[config.mk]
export PLATFORM = sky130hd
export DESIGN_NAME = uart_tx_param
export DESIGN_NICKNAME = d
export VERILOG_FILES = /design/src/rtl/uart_pkg.sv /design/src/rtl/uart_bit_timer.sv /design/src/rtl/uart_tx_param.sv
export SDC_FILE = /design/constraint.sdc
export NUM_CORES = 1
export LEC_CHECK = 0
export ABC_AREA = 1
export BUFFER_PORTS_ARGS = -buffer_cell sky130_fd_sc_hd__buf_2
export CAP_MARGIN = 20
export CORE_ASPECT_RATIO = 0.6
export CORE_MARGIN = 2
export CORE_UTILIZATION = 45
export CTS_CLUSTER_DIAMETER = 200
export CTS_CLUSTER_SIZE = 20
export DETAILED_ROUTE_END_ITERATION = 16
export PLACE_DENSITY = 0.66
export SYNTH_ARGS = -nofsm -noshare
export SYNTH_HDL_FRONTEND = slang
export SYNTH_SLANG_ARGS = --single-unit
[constraint.sdc]
create_clock -name i_clk -period 1.4 [get_ports i_clk]
set_input_delay 0.42 -clock i_clk [delete_from_list [all_inputs] [get_ports i_clk]]
set_output_delay 0.42 -clock i_clk [all_outputs]
set_load 0.1 [all_outputs]
[src/rtl/uart_pkg.sv]
// Shared UART definitions: FSM state encoding, parity sense constants and the
// frame length helper used by both the transmitter and the future receiver.
package uart_pkg;

    // Transmitter/receiver frame states. Encodings not listed are unreachable.
    typedef enum logic [2:0] {
        ST_IDLE   = 3'd0,
        ST_START  = 3'd1,
        ST_DATA   = 3'd2,
        ST_PARITY = 3'd3,
        ST_STOP   = 3'd4
    } uart_state_e;

    // Value XORed into the data reduction to form the parity bit.
    localparam logic UART_PARITY_EVEN = 1'b0;
    localparam logic UART_PARITY_ODD  = 1'b1;

    // Number of serial bit slots in one frame: start + data + optional parity + stop.
    function automatic int unsigned frame_bits(
        input int unsigned data_bits,
        input logic        parity_en,
        input int unsigned stop_bits
    );
        return 32'd1 + data_bits + (parity_en ? 32'd1 : 32'd0) + stop_bits;
    endfunction

endpackage

[src/rtl/uart_bit_timer.sv]
// Bit-period timer: counts CLOCKS_PER_BIT cycles per serial bit and raises a
// registered one-cycle o_bit_end pulse in the last cycle of each bit period.
// Held at zero while i_clear is high so the first period starts cleanly.
module uart_bit_timer
    import uart_pkg::*;
#(
    parameter int CLOCKS_PER_BIT = 1302
) (
    input  logic i_clk,
    input  logic i_rst_n,
    input  logic i_clear,
    output logic o_bit_end
);

    localparam int CNT_W = (CLOCKS_PER_BIT > 1) ? $clog2(CLOCKS_PER_BIT) : 1;
    localparam logic [CNT_W-1:0] CNT_LAST = CNT_W'(CLOCKS_PER_BIT - 1);

    logic [CNT_W-1:0] cnt_q, cnt_d;
    logic             bit_end_q, bit_end_d;

    // Next count: clear, wrap at the last cycle, otherwise increment; pulse is
    // precomputed so the registered flag lines up with the last cycle.
    always_comb begin
        cnt_d = cnt_q;
        if (i_clear) begin
            cnt_d = {CNT_W{1'b0}};
        end else if (cnt_q == CNT_LAST) begin
            cnt_d = {CNT_W{1'b0}};
        end else begin
            cnt_d = cnt_q + CNT_W'(1);
        end
        bit_end_d = (cnt_d == CNT_LAST);
    end

    // Counter and pulse registers with synchronous active-low reset.
    always_ff @(posedge i_clk) begin
        if (!i_rst_n) begin
            cnt_q     <= {CNT_W{1'b0}};
            bit_end_q <= 1'b0;
        end else begin
            cnt_q     <= cnt_d;
            bit_end_q <= bit_end_d;
        end
    end

    assign o_bit_end = bit_end_q;

endmodule

[src/rtl/uart_tx_param.sv]
// Parametrised UART transmitter: start bit, DATA_BITS data bits LSB first,
// optional parity bit, STOP_BITS stop bits. Valid/ready request handshake,
// one-cycle done pulse after the last stop bit. All outputs are registered.
// Optional feature macro: UART_TX_PARITY_EN adds the parity bit (sense set by
// PARITY_ODD); without it the frame is start + data + stop only.
module uart_tx_param
    import uart_pkg::*;
#(
    parameter int CLOCKS_PER_BIT = 1302,
    parameter int DATA_BITS      = 8,
    parameter int STOP_BITS      = 1,
    parameter int PARITY_ODD     = 0
) (
    input  logic                 i_clk,
    input  logic                 i_rst_n,
    input  logic [DATA_BITS-1:0] i_tx_data,
    input  logic                 i_tx_data_valid,
    output logic                 o_tx_ready,
    output logic                 o_tx_active,
    output logic                 o_tx_done,
    output logic                 o_tx_bit
);

    // Reject unsupported configurations at elaboration.
    if ((DATA_BITS < 5) || (DATA_BITS > 9)) begin : g_bad_data_bits
        $error("uart_tx_param: DATA_BITS must be in 5..9");
    end
    if ((STOP_BITS != 1) && (STOP_BITS != 2)) begin : g_bad_stop_bits
        $error("uart_tx_param: STOP_BITS must be 1 or 2");
    end
    if (CLOCKS_PER_BIT < 2) begin : g_bad_clocks_per_bit
        $error("uart_tx_param: CLOCKS_PER_BIT must be at least 2");
    end
    if ((PARITY_ODD != 0) && (PARITY_ODD != 1)) begin : g_bad_parity_odd
        $error("uart_tx_param: PARITY_ODD must be 0 or 1");
    end

    localparam int             IDX_W     = $clog2(DATA_BITS);
    localparam logic [IDX_W-1:0] IDX_LAST = IDX_W'(DATA_BITS - 1);
    localparam logic           STOP_LAST = (STOP_BITS == 2) ? 1'b1 : 1'b0;

    uart_state_e          state_q, state_d;
    logic [DATA_BITS-1:0] shift_q, shift_d;
    logic [IDX_W-1:0]     bit_idx_q, bit_idx_d;
    logic                 stop_idx_q, stop_idx_d;
    logic                 tx_bit_q, tx_bit_d;
    logic                 active_q, active_d;
    logic                 ready_q, ready_d;
    logic                 done_q, done_d;
    logic                 timer_clear_s;
    logic                 bit_end_s;

`ifdef UART_TX_PARITY_EN
    localparam logic PARITY_SENSE = (PARITY_ODD != 0) ? UART_PARITY_ODD : UART_PARITY_EVEN;
    logic parity_q, parity_d;
`endif

    // The timer free-runs only while a frame is on the line.
    assign timer_clear_s = (state_q == ST_IDLE);

    uart_bit_timer #(
        .CLOCKS_PER_BIT(CLOCKS_PER_BIT)
    ) u_bit_timer (
        .i_clk    (i_clk),
        .i_rst_n  (i_rst_n),
        .i_clear  (timer_clear_s),
        .o_bit_end(bit_end_s)
    );

    // Frame sequencing: next state, shift register, indices and next output values.
    always_comb begin
        state_d    = state_q;
        shift_d    = shift_q;
        bit_idx_d  = bit_idx_q;
        stop_idx_d = stop_idx_q;
        tx_bit_d   = tx_bit_q;
        active_d   = active_q;
        ready_d    = ready_q;
        done_d     = 1'b0;
`ifdef UART_TX_PARITY_EN
        parity_d   = parity_q;
`endif
        case (state_q)
            ST_IDLE: begin
                tx_bit_d   = 1'b1;
                active_d   = 1'b0;
                ready_d    = 1'b1;
                bit_idx_d  = {IDX_W{1'b0}};
                stop_idx_d = 1'b0;
                if (i_tx_data_valid && ready_q) begin
                    shift_d  = i_tx_data;
`ifdef UART_TX_PARITY_EN
                    parity_d = (^i_tx_data) ^ PARITY_SENSE;
`endif
                    tx_bit_d = 1'b0;
                    active_d = 1'b1;
                    ready_d  = 1'b0;
                    state_d  = ST_START;
                end else begin
                    state_d = ST_IDLE;
                end
            end
            ST_START: begin
                if (bit_end_s) begin
                    state_d   = ST_DATA;
                    tx_bit_d  = shift_q[0];
                    bit_idx_d = {IDX_W{1'b0}};
                end else begin
                    state_d = ST_START;
                end
            end
            ST_DATA: begin
                if (bit_end_s) begin
                    if (bit_idx_q == IDX_LAST) begin
`ifdef UART_TX_PARITY_EN
                        state_d  = ST_PARITY;
                        tx_bit_d = parity_q;
`else
                        state_d    = ST_STOP;
                        tx_bit_d   = 1'b1;
                        stop_idx_d = 1'b0;
`endif
                    end else begin
                        shift_d   = {1'b0, shift_q[DATA_BITS-1:1]};
                        tx_bit_d  = shift_q[1];
                        bit_idx_d = bit_idx_q + IDX_W'(1);
                    end
                end else begin
                    state_d = ST_DATA;
                end
            end
`ifdef UART_TX_PARITY_EN
            ST_PARITY: begin
                if (bit_end_s) begin
                    state_d    = ST_STOP;
                    tx_bit_d   = 1'b1;
                    stop_idx_d = 1'b0;
                end else begin
                    state_d = ST_PARITY;
                end
            end
`endif
            ST_STOP: begin
                if (bit_end_s) begin
                    if (stop_idx_q == STOP_LAST) begin
                        state_d  = ST_IDLE;
                        tx_bit_d = 1'b1;
                        active_d = 1'b0;
                        ready_d  = 1'b1;
                        done_d   = 1'b1;
                    end else begin
                        stop_idx_d = stop_idx_q + 1'b1;
                    end
                end else begin
                    state_d = ST_STOP;
                end
            end
            default: begin
                // Unreachable encoding: fall back to a quiet idle line.
                state_d    = ST_IDLE;
                tx_bit_d   = 1'b1;
                active_d   = 1'b0;
                ready_d    = 1'b1;
                bit_idx_d  = {IDX_W{1'b0}};
                stop_idx_d = 1'b0;
            end
        endcase
    end

    // State and output registers; reset abandons any frame in flight.
    always_ff @(posedge i_clk) begin
        if (!i_rst_n) begin
            state_q    <= ST_IDLE;
            shift_q    <= {DATA_BITS{1'b0}};
            bit_idx_q  <= {IDX_W{1'b0}};
            stop_idx_q <= 1'b0;
            tx_bit_q   <= 1'b1;
            active_q   <= 1'b0;
            ready_q    <= 1'b1;
            done_q     <= 1'b0;
`ifdef UART_TX_PARITY_EN
            parity_q   <= 1'b0;
`endif
        end else begin
            state_q    <= state_d;
            shift_q    <= shift_d;
            bit_idx_q  <= bit_idx_d;
            stop_idx_q <= stop_idx_d;
            tx_bit_q   <= tx_bit_d;
            active_q   <= active_d;
            ready_q    <= ready_d;
            done_q     <= done_d;
`ifdef UART_TX_PARITY_EN
            parity_q   <= parity_d;
`endif
        end
    end

    assign o_tx_bit    = tx_bit_q;
    assign o_tx_active = active_q;
    assign o_tx_ready  = ready_q;
    assign o_tx_done   = done_q;

endmodule
; ---- Word level (Yosys, flattened, before mapping)
; Cells that the tools add are included.
[totals]
ff_bits = 31
[op_classes]
bitwise_logic = 3
reduce_logical = 11
eq_ne = 15
addsub = 3
n_mux = 35
[op_table]
columns = op, n
row1 = 8-bit 2-to-1 mux, 3
row2 = "11-bit == test, second input constant", 2
row3 = 11-bit 2-to-1 mux, 2
row4 = 3-bit 2-to-1 mux, 7
row5 = 8-bit one-hot mux with 2 select lines, 1
row6 = 4-bit AND reduction, 4
row7 = 1-bit 2-to-1 mux, 15
row8 = 3-bit one-hot mux with 4 select lines, 1
row9 = "11-bit by 1-bit adder with 11-bit output, second input constant", 1
row10 = 1-bit one-hot mux with 3 select lines, 3
row11 = 3-bit one-hot mux with 3 select lines, 1
row12 = "2-bit by 1-bit inequality test with 1-bit output, second input constant", 4
row13 = "3-bit == test, second input constant", 2
row14 = "2-bit inequality test, second input constant", 3
row15 = "3-bit inequality test, second input constant", 2
row16 = 3-bit AND reduction, 2
row17 = 1-bit one-hot mux with 4 select lines, 1
row18 = "3-bit by 1-bit adder with 3-bit output, second input constant", 1
row19 = "3-bit by 1-bit == test with 1-bit output, second input constant", 1
row20 = "3-bit by 2-bit == test with 1-bit output, second input constant", 1
row21 = 3-bit zero test, 1
row22 = 1-bit NOT, 3
row23 = 2-bit 2-to-1 mux, 1
row24 = 2-bit AND reduction, 1
row25 = other kinds (4), 4

; ---- Longest topological paths before layout
; Gate-level depths: netlist (run 1).
[logic_depth]
word_depth = 4
depth_mapped = 9
mapped_depth_nobuf = 9

; ---- Cells and area by module
; A second synthesis (run 1) with hierarchy kept.
[hier_totals]
cells_unflattened = 234
hier_area_um2 = 1562.7
[by_module_without_submodules]
columns = mod, instances, cells_per_inst, area_each_um2
row1 = uart_tx_param, 1, 137, 935.9
row2 = uart_bit_timer, 1, 97, 626.9

; ---- Least setup slack after synthesis (run 1)
; OpenSTA, ideal clock, no wires.
[synth_path]
kind = register to register
start = register ready_q, in the netlist o_tx_ready
end = register shift_q[0]
setup_ps = 116
arrival_ps = 1674
required_ps = 1284
path_slack_ps = -390
path_stages_with_launch = 7
path_cell_list = dfxtp_1 > nand2_1 > nand2_1 > nand3_4 > buf_12 > o21ai_2 > nor2_2
[synth_via]
elab_chain_len = 3
[synth_lines]
columns = item, line
row1 = start: declaration, uart_tx_param.sv:48  ; logic ready_q, ready_d;
row2 = start signal: assignment, uart_tx_param.sv:191  ; ready_q <= ready_d;
row3 = 1-bit logical AND, uart_tx_param.sv:90  ; if (i_tx_data_valid && ready_q) begin
row4 = 2-bit by 1-bit inequality test with 1-bit output (no source line), --
row5 = 4-bit AND reduction (no source line), --
row6 = end signal: assignment, uart_tx_param.sv:174  ; shift_q <= {DATA_BITS{1'b0}};
row7 = end signal: assignment, uart_tx_param.sv:186  ; shift_q <= shift_d;
row8 = end: declaration, uart_tx_param.sv:43  ; logic [DATA_BITS-1:0] shift_q, shift_d;
; No other way between the ends.
; A chain may end at the register's enable or synchronous reset.

; ---- Worst setup path after layout (run 1)
[layout_path]
start = register bit_idx_q[0]
end = register shift_q[6]
[layout_via]
elab_chain_len = 3
[layout_lines]
columns = item, line
row1 = start: declaration, uart_tx_param.sv:44  ; logic [IDX_W-1:0] bit_idx_q, bit_idx_d;
row2 = start signal: assignment, uart_tx_param.sv:175  ; bit_idx_q <= {IDX_W{1'b0}};
row3 = start signal: assignment, uart_tx_param.sv:187  ; bit_idx_q <= bit_idx_d;
row4 = 3-bit == test, uart_tx_param.sv:114  ; if (bit_idx_q == IDX_LAST) begin
row5 = 2-bit inequality test (no source line), --
row6 = 4-bit AND reduction (no source line), --
; No other way between the ends.

==> reports/qor.txt, run 1 <==
outcome -> finished, final reports clean
area grow syn2layout -> 33.3%
Syn Area/Cell -> 6.91 sq um
IO Port Bufs -> 14
Worst setup SP type -> flop
Fillers -> 309
FF/Latch Area -> 609 sq um
Total Routing Usage GR -> 0.207
Synth area leaders -> dfxtp_1, nand2_1, nor2_1
Post-synth EDFFs -> 0
setup violators final -> 0
RSZ-0062 raised after global routing -> true
WHS Path Cells -> 3
DR WL/cell -> 12.1 microns
TNS Setup -> 0 ns
crit path capture type -> flop
Yosys cell types -> 28
DRC -> 0
Cell Area, Synth -> 0.00166 sq mm
fin. max-slew vios -> 0
Int Pwr -> 1470 uW
via count -> 1645
Rows -> 17
vias per cell -> 5.02
PnR worst setup slack -> 0.00704 ns
Worst Path Required -> 1.58 ns
slew margin rel. -> 0.742
post-route minimum period -> 1.39 ns
Pwr Density -> 956 mW/mm^2
DP Worst Slack -> -0.0529 ns
Initial Util -> 0.461
P_sw -> 638 uW
Synth Instances -> 240
1st-pass router iterations -> 6
placed instance area -> 0.00196 sq mm
VDD IR-drop max -> 0.000697 V
hold_buf cts -> 0
Top Ports -> 15
core footprint -> 0.00359 sq mm
initial antenna violation count -> 0
WP data arrival -> 1.57 ns
most area-hungry cell type in the Yosys netlist -> dfxtp_1
layout net count -> 295
CTS tree -> built
area of the multi-input gates -> 995 sq um
fin crit share -> 0.995
reg2reg end -> shift_q[6]
Sw Share -> 0.302
Main synth FF type -> dfxtp_1
syn_nets -> 255
crit-path max FO -> 7
Seq/Total Area, Yosys -> 0.362
Max-Cap Viols -> 0
drt total wl -> 3.98 mm
Flop pwr share -> 0.445
HPWL after DPL -> 2.83 mm
ANT nets after route -> 0
logic gate share of total power -> 0.208
async set-reset flop share out of synthesis -> 0
Leak -> 0.000941 uW
vias in the first global route -> 1373
initial detailed-routing violation count -> 133
full die area -> 0.00420 sq mm
Num CTS Buffers -> 5
largest net degree at the start of global routing -> 17
Die W -> 82.4 microns
Hold Violations, Final -> 0
Crit Path Class -> flop to flop
CTS sink count -> 30
Tightest Pin Transition -> 0.383 ns
H-tree level count -> 2
proportion of layout cells with a drive suffix above 1 -> 0.327
die height -> 51.0 microns
#FFs+latches synth -> 30
HP Class -> input pin to flop
Layout Skew -> 0.00897 ns
Routability Congestion -> 0.929
share of the synthesized area in the top cell type -> 0.362
antenna diode count -> 0
Synth Warn # -> 0
design area -> 0.00221 sq mm
Reg2Reg Depth -> 7
fmax -> 0.718 GHz
Worst-path clk slew -> 0.06 ns
Hold Path End -> shift_q[7]
hold_sp -> i_tx_data[7]
clock share of power -> 0.347
global route overflow -> 0
R2R Setup Slk -> 0.007 ns
Power Total -> 2110 uW
first-pass GRT wire length -> 6.32 mm
CTS root buf -> clkbuf_8
worst skew pair latency -> 0.29 ns
Worst R2R Start -> bit_idx_q[0]
clk buf depth -> 2
==> routing by layer <==
metal	global-route usage	up-vias	share of wire
met5	0	-	0
met4	0.0833	0	0.019
met3	0.0654	10	0.090
met2	0.249	67	0.38
met1	0.325	711	0.51
li1	-	857	-
==> logic make-up (layout without fill, tap and decap cells) <==
group,Yosys count,after routing,synth area share
DFF,30,30,0.362
and+or+nand+nor,129,130,0.355
buffers and inverters,36,76,0.103
AOI/OAI and AO/OA,41,41,0.149
adders and majority gates,4,4,0.0302
==> synthesized netlist by cell type (2+ instances only) <==
cell type and number:
nand2_4 2, o21ai_2 4, nor2_4 2, nor2_1 31, nor3_1 3, nand4_1 4, a21oi_2 3, nand3_1 18
nand2_1 60, a21oi_1 12, inv_1 29, inv_2 2, dfxtp_1 30, o21ai_0 12, nor2_2 6, ha_1 4
o21ai_1 7
==> flip-flops by register name, indices dropped and copies added (netlist names) <==
name,count
u_bit_timer.o_bit_end,1
o_tx_active,1
bit_idx_q,3
u_bit_timer.cnt_q,11
state_q,3
shift_q,8
o_tx_done,1
o_tx_bit,1
o_tx_ready,1
==> power groups by stage <==
stage          Clock (uW)  Combinational [uW]  Sequential (uW)
2_1_floorplan           0                 218             1020
3_3_place_gp            0                 382              954
3_5_place_dp            0                 386              954
4_1_cts               747                 398              937
5_1_grt               784                 475              944
6_report              733                 439              939
==> cells in the final DEF (no fill, tap or decap), types with 2 or more instances in the layout <==
master    synthesis  final
nand3_4           1      2
nand4_1           4      4
nor2_1           31     28
inv_1            29     27
o21ai_1           7      8
nand3_1          18     18
nand2_4           2      2
nor2_4            2      4
buf_2             1     10
buf_4             1     18
nand2_2           1      4
clkbuf_8          0      6
o21ai_0          12      7
ha_1              4      2
nor2_2            6      7
a21oi_2           3      7
dfxtp_1          30     25
buf_12            1      6
nor3_1            3      2
buf_6             0      3
a21oi_1          12      8
o21ai_2           4      8
dfxtp_2           0      4
inv_2             2      4
nand2_1          60     57
ha_4              0      2
==> what timing repair did <==
| action | 4_1_cts | 5_1_grt |
|---|---|---|
| resized for setup | 3 | 29 |
| pin swaps | 5 | 8 |
| cloned | 1 | 0 |
| setup buffers | 0 | 7 |
| endpoints found under the setup margin | 9 | 17 |
==> worst max-delay path, cell delays in order (launching register included) <==
cell and delay (ns):
dfxtp_2 0.33, ha_4 0.16, ha_4 0.16, o21ai_4 0.18, buf_6 0.13, nand3_4 0.12, o21ai_2 0.16, a21oi_2 0.04
==> cell type report <==
cell class | count | area share
Multi-Input combinational cell | 175 | 0.450
Sequential cell | 30 | 0.276
Timing Repair Buffer | 37 | 0.153
Inverter | 31 | 0.0527
Clock buffer | 7 | 0.0391
Tap cell | 47 | 0.0266
Clock inverter | 1 | 0.00227
==> stage by stage <==
step	util	hold WS, ns	cells
2_1_floorplan	-	0.424	240
3_3_place_gp	0.546	0.436	312
3_5_place_dp	0.546	0.443	312
4_1_cts	0.578	0.417	321
5_1_grt	0.615	0.442	328
6_report	0.615	0.445	328
==> how the worst max path moves through the flow <==
stage                                     from                     to  slack (ns)  cells after the start
after global routing      u_bit_timer.cnt_q[0]  u_bit_timer.o_bit_end       -0.11                      9
final                             bit_idx_q[0]             shift_q[6]       0.007                      7
after detailed placement          bit_idx_q[0]             shift_q[1]       -0.05                      6
after floorplan                   bit_idx_q[0]           bit_idx_q[2]       0.003                      8
after CTS                         bit_idx_q[0]           bit_idx_q[1]       -0.01                      8
after global placement            bit_idx_q[0]             shift_q[4]       -0.02                      6
Power figures use the tool's default switching activity.
==> run 2: changes to the inputs <==
CORE_ASPECT_RATIO = default   (was 0.6)
SYNTH_HIERARCHICAL = 1   (was default)
==> reports/qor.txt, run 2 <==
Rows -> 21 (was 17)
Worst R2R Start -> u_bit_timer/cnt_q[1] (was bit_idx_q[0])
Max-Cap Viols -> 0 (unchanged)
Worst-path clk slew -> 0.10 ns (was 0.06 ns)
CTS sink count -> 30 (unchanged)
clk buf depth -> 2 (unchanged)
DR WL/cell -> 10.9 microns (was 12.1 microns)
VDD IR-drop max -> 0.000451 V (was 0.000697 V)
vias per cell -> 4.76 (was 5.02)
Num CTS Buffers -> 5 (unchanged)
critical path's top delay family -> flip-flops (was compound AO/OA/AOI/OAI gates)
Tightest Pin Transition -> 0.306 ns (was 0.383 ns)
WP data arrival -> 0.93 ns (was 1.57 ns)
Post-synth EDFFs -> 0 (unchanged)
Layout Skew -> 0.0129 ns (was 0.00897 ns)
outcome -> finished, final reports clean (unchanged)
H-tree level count -> 2 (unchanged)
post-route minimum period -> 1.35 ns (was 1.39 ns)
Yosys cell types -> 21 (was 28)
via count -> 1481 (was 1645)
full die area -> 0.00396 sq mm (was 0.00420 sq mm)
Worst Path Required -> 0.98 ns (was 1.58 ns)
vias in the first global route -> 1244 (was 1373)
crit path capture type -> output port (was flop)
HPWL after DPL -> 2.21 mm (was 2.83 mm)
Leak -> 0.000905 uW (was 0.000941 uW)
commonest cells after routing, fill and taps aside -> nand2_1, nor2_1, inv_1 (unchanged)
async set-reset flop share out of synthesis -> 0 (unchanged)
Synth area leaders -> dfxtp_1, nand2_1, nor2_1 (unchanged)
share of the synthesized area in the top cell type -> 0.384 (was 0.362)
Cell Area, Synth -> 0.00156 sq mm (was 0.00166 sq mm)
Crit Path Class -> flop to output port (was flop to flop)
crit-path max FO -> 2 (was 7)
area grow syn2layout -> 29.6% (was 33.3%)
placed instance area -> 0.00179 sq mm (was 0.00196 sq mm)
largest net degree at the start of global routing -> 20 (was 17)
slowest cell on the critical path -> dfxtp_1 (was dfxtp_2)
RSZ-0062 raised after global routing -> true (unchanged)
Top Ports -> 15 (unchanged)
Largest regs -> u_bit_timer/cnt_q x11, shift_q x8 (was u_bit_timer.cnt_q x11, shift_q x8)
setup violators final -> 0 (unchanged)
Total Routing Usage GR -> 0.171 (was 0.207)
Syn Area/Cell -> 6.68 sq um (was 6.91 sq um)
first-pass GRT wire length -> 5.32 mm (was 6.32 mm)
Routability Congestion -> 0.821 (was 0.929)
Worst path max stage delay -> 0.40 ns (was 0.33 ns)
syn_nets -> 249 (was 255)
ANT nets after route -> 0 (unchanged)
fin. max-slew vios -> 0 (unchanged)
worst path bufs/invs -> 1 (unchanged)
design area -> 0.00203 sq mm (was 0.00221 sq mm)
die height -> 62.9 microns (was 51.0 microns)
Setup crit start -> o_tx_active (was bit_idx_q[0])
drt total wl -> 3.39 mm (was 3.98 mm)
global route overflow -> 0 (unchanged)
Final Util -> 0.607 (was 0.615)
antenna diode count -> 0 (unchanged)
Largest Register -> u_bit_timer/cnt_q (was u_bit_timer.cnt_q)
DRC -> 0 (unchanged)
Worst setup SP type -> flop (unchanged)
CTS tree -> built (unchanged)
most area-hungry cell type in the Yosys netlist -> dfxtp_1 (unchanged)
fin crit share -> 0.966 (was 0.995)
slew margin rel. -> 0.795 (was 0.742)
core footprint -> 0.00334 sq mm (was 0.00359 sq mm)
layout net count -> 279 (was 295)
hold_sp -> i_rst_n (was i_tx_data[7])
proportion of layout cells with a drive suffix above 1 -> 0.264 (was 0.327)
Synth Warn # -> 6 (was 0)
Synth Instances -> 234 (was 240)
ordered cell list for the critical path -> buf_12 (was ha_4, ha_4, o21ai_4, buf_6, nand3_4, o21ai_2, a21oi_2)
Seq/Total Area, Yosys -> 0.384 (was 0.362)
HP Class -> input pin to flop (unchanged)
worst skew pair latency -> 0.34 ns (was 0.29 ns)
CTS root buf -> clkbuf_4 (was clkbuf_8)
max reg flops -> 11 (unchanged)
fmax -> 0.740 GHz (was 0.718 GHz)
#FFs+latches synth -> 30 (unchanged)
initial detailed-routing violation count -> 132 (was 133)
TNS Setup -> 0 ns (unchanged)
Die W -> 62.9 microns (was 82.4 microns)
1st-pass router iterations -> 4 (was 6)
Initial Util -> 0.468 (was 0.461)
synth cell count leaders -> nand2_1, nor2_1, inv_1 (was nand2_1, nor2_1, dfxtp_1)
IO Port Bufs -> 14 (unchanged)
Pwr Density -> 866 mW/mm^2 (was 956 mW/mm^2)
Hold Violations, Final -> 0 (unchanged)
Main synth FF type -> dfxtp_1 (unchanged)
initial antenna violation count -> 0 (unchanged)
commonest non-fill, non-tap cell in the layout -> nand2_1 (unchanged)
most common cell in the netlist -> nand2_1 (unchanged)
==> run 2: cell count changes after synthesis, moves of 3 or more <==
| cell | previous run | this run |
|---|---|---|
| o21ai_2 | 4 | 0 |
| a21oi_2 | 3 | 0 |
| inv_1 | 29 | 32 |
| nand3_1 | 18 | 21 |
| o21ai_0 | 12 | 5 |
| a21oi_1 | 12 | 6 |
| buf_6 | 0 | 4 |
| nand2_1 | 60 | 64 |
| nor2_1 | 31 | 42 |
| nor2_2 | 6 | 0 |
==> run 2: cells by family (layout without fill, tap and decap cells) <==
group                      after synthesis  count (layout)  share of synthesized area
AOI/OAI and AO/OA                       20              20                     0.0649
xor gates and xnor gates                 2               2                     0.0112
adders and majority gates                4               4                     0.0320
buffers and inverters                   37              67                      0.109
DFF                                     30              30                      0.384
and+or+nand+nor                        141             142                      0.399
==> run 2: what timing repair did <==
| item | 4_1_cts | 5_1_grt |
|---|---|---|
| hold buffers | 0 | 0 |
| gates cloned | 0 | 1 |
| pin swaps | 0 | 14 |
| setup buffers | 0 | 2 |
| setup endpoints to repair | 10 | 18 |
| gates resized for setup | 2 | 42 |
==> run 2: layout make-up <==
cell class | count | area (sq um)
Multi-Input combinational cell | 168 | 937
Inverter | 32 | 125
Clock buffer | 8 | 48.8
Tap cell | 46 | 57.6
Fill cell | 318 | 1310
Sequential cell | 30 | 622
Timing Repair Buffer | 27 | 235
==> run 2: power breakdown <==
group | switching, uW | internal (uW)
Sequential | 29.1 | 890
Clock | 302 | 200
Combinational | 205 | 128
Total | 537 | 1220
==> run 2: path summary, 6_finish.rpt <==
path                                               to  slack (ns)  depth (start not counted)
worst max register to register  u_bit_timer/o_bit_end        0.06                         10
worst max-delay path                      o_tx_active        0.05                          1
worst min register to register   u_bit_timer/cnt_q[0]        0.47                          1
worst min-delay path                       o_tx_ready        0.31                          2
==> run 2: metal layers <==
layer,track usage,routed length [microns]
met3,0.0432,95
met2,0.253,1570
met5,0,0
met4,0.100,68
met1,0.225,1660
==> run 2: stage by stage <==
stage                     std cells  setup WS, ns  hold WS [ns]  power, uW
after floorplan                 234        0.0312         0.439       1150
after global placement          300      -0.00835         0.456       1230
after global routing            311       -0.0536         0.331       1840
final                           311        0.0482         0.308       1750
after detailed placement        300       -0.0469         0.458       1230
after CTS                       308        0.0123         0.309       1730
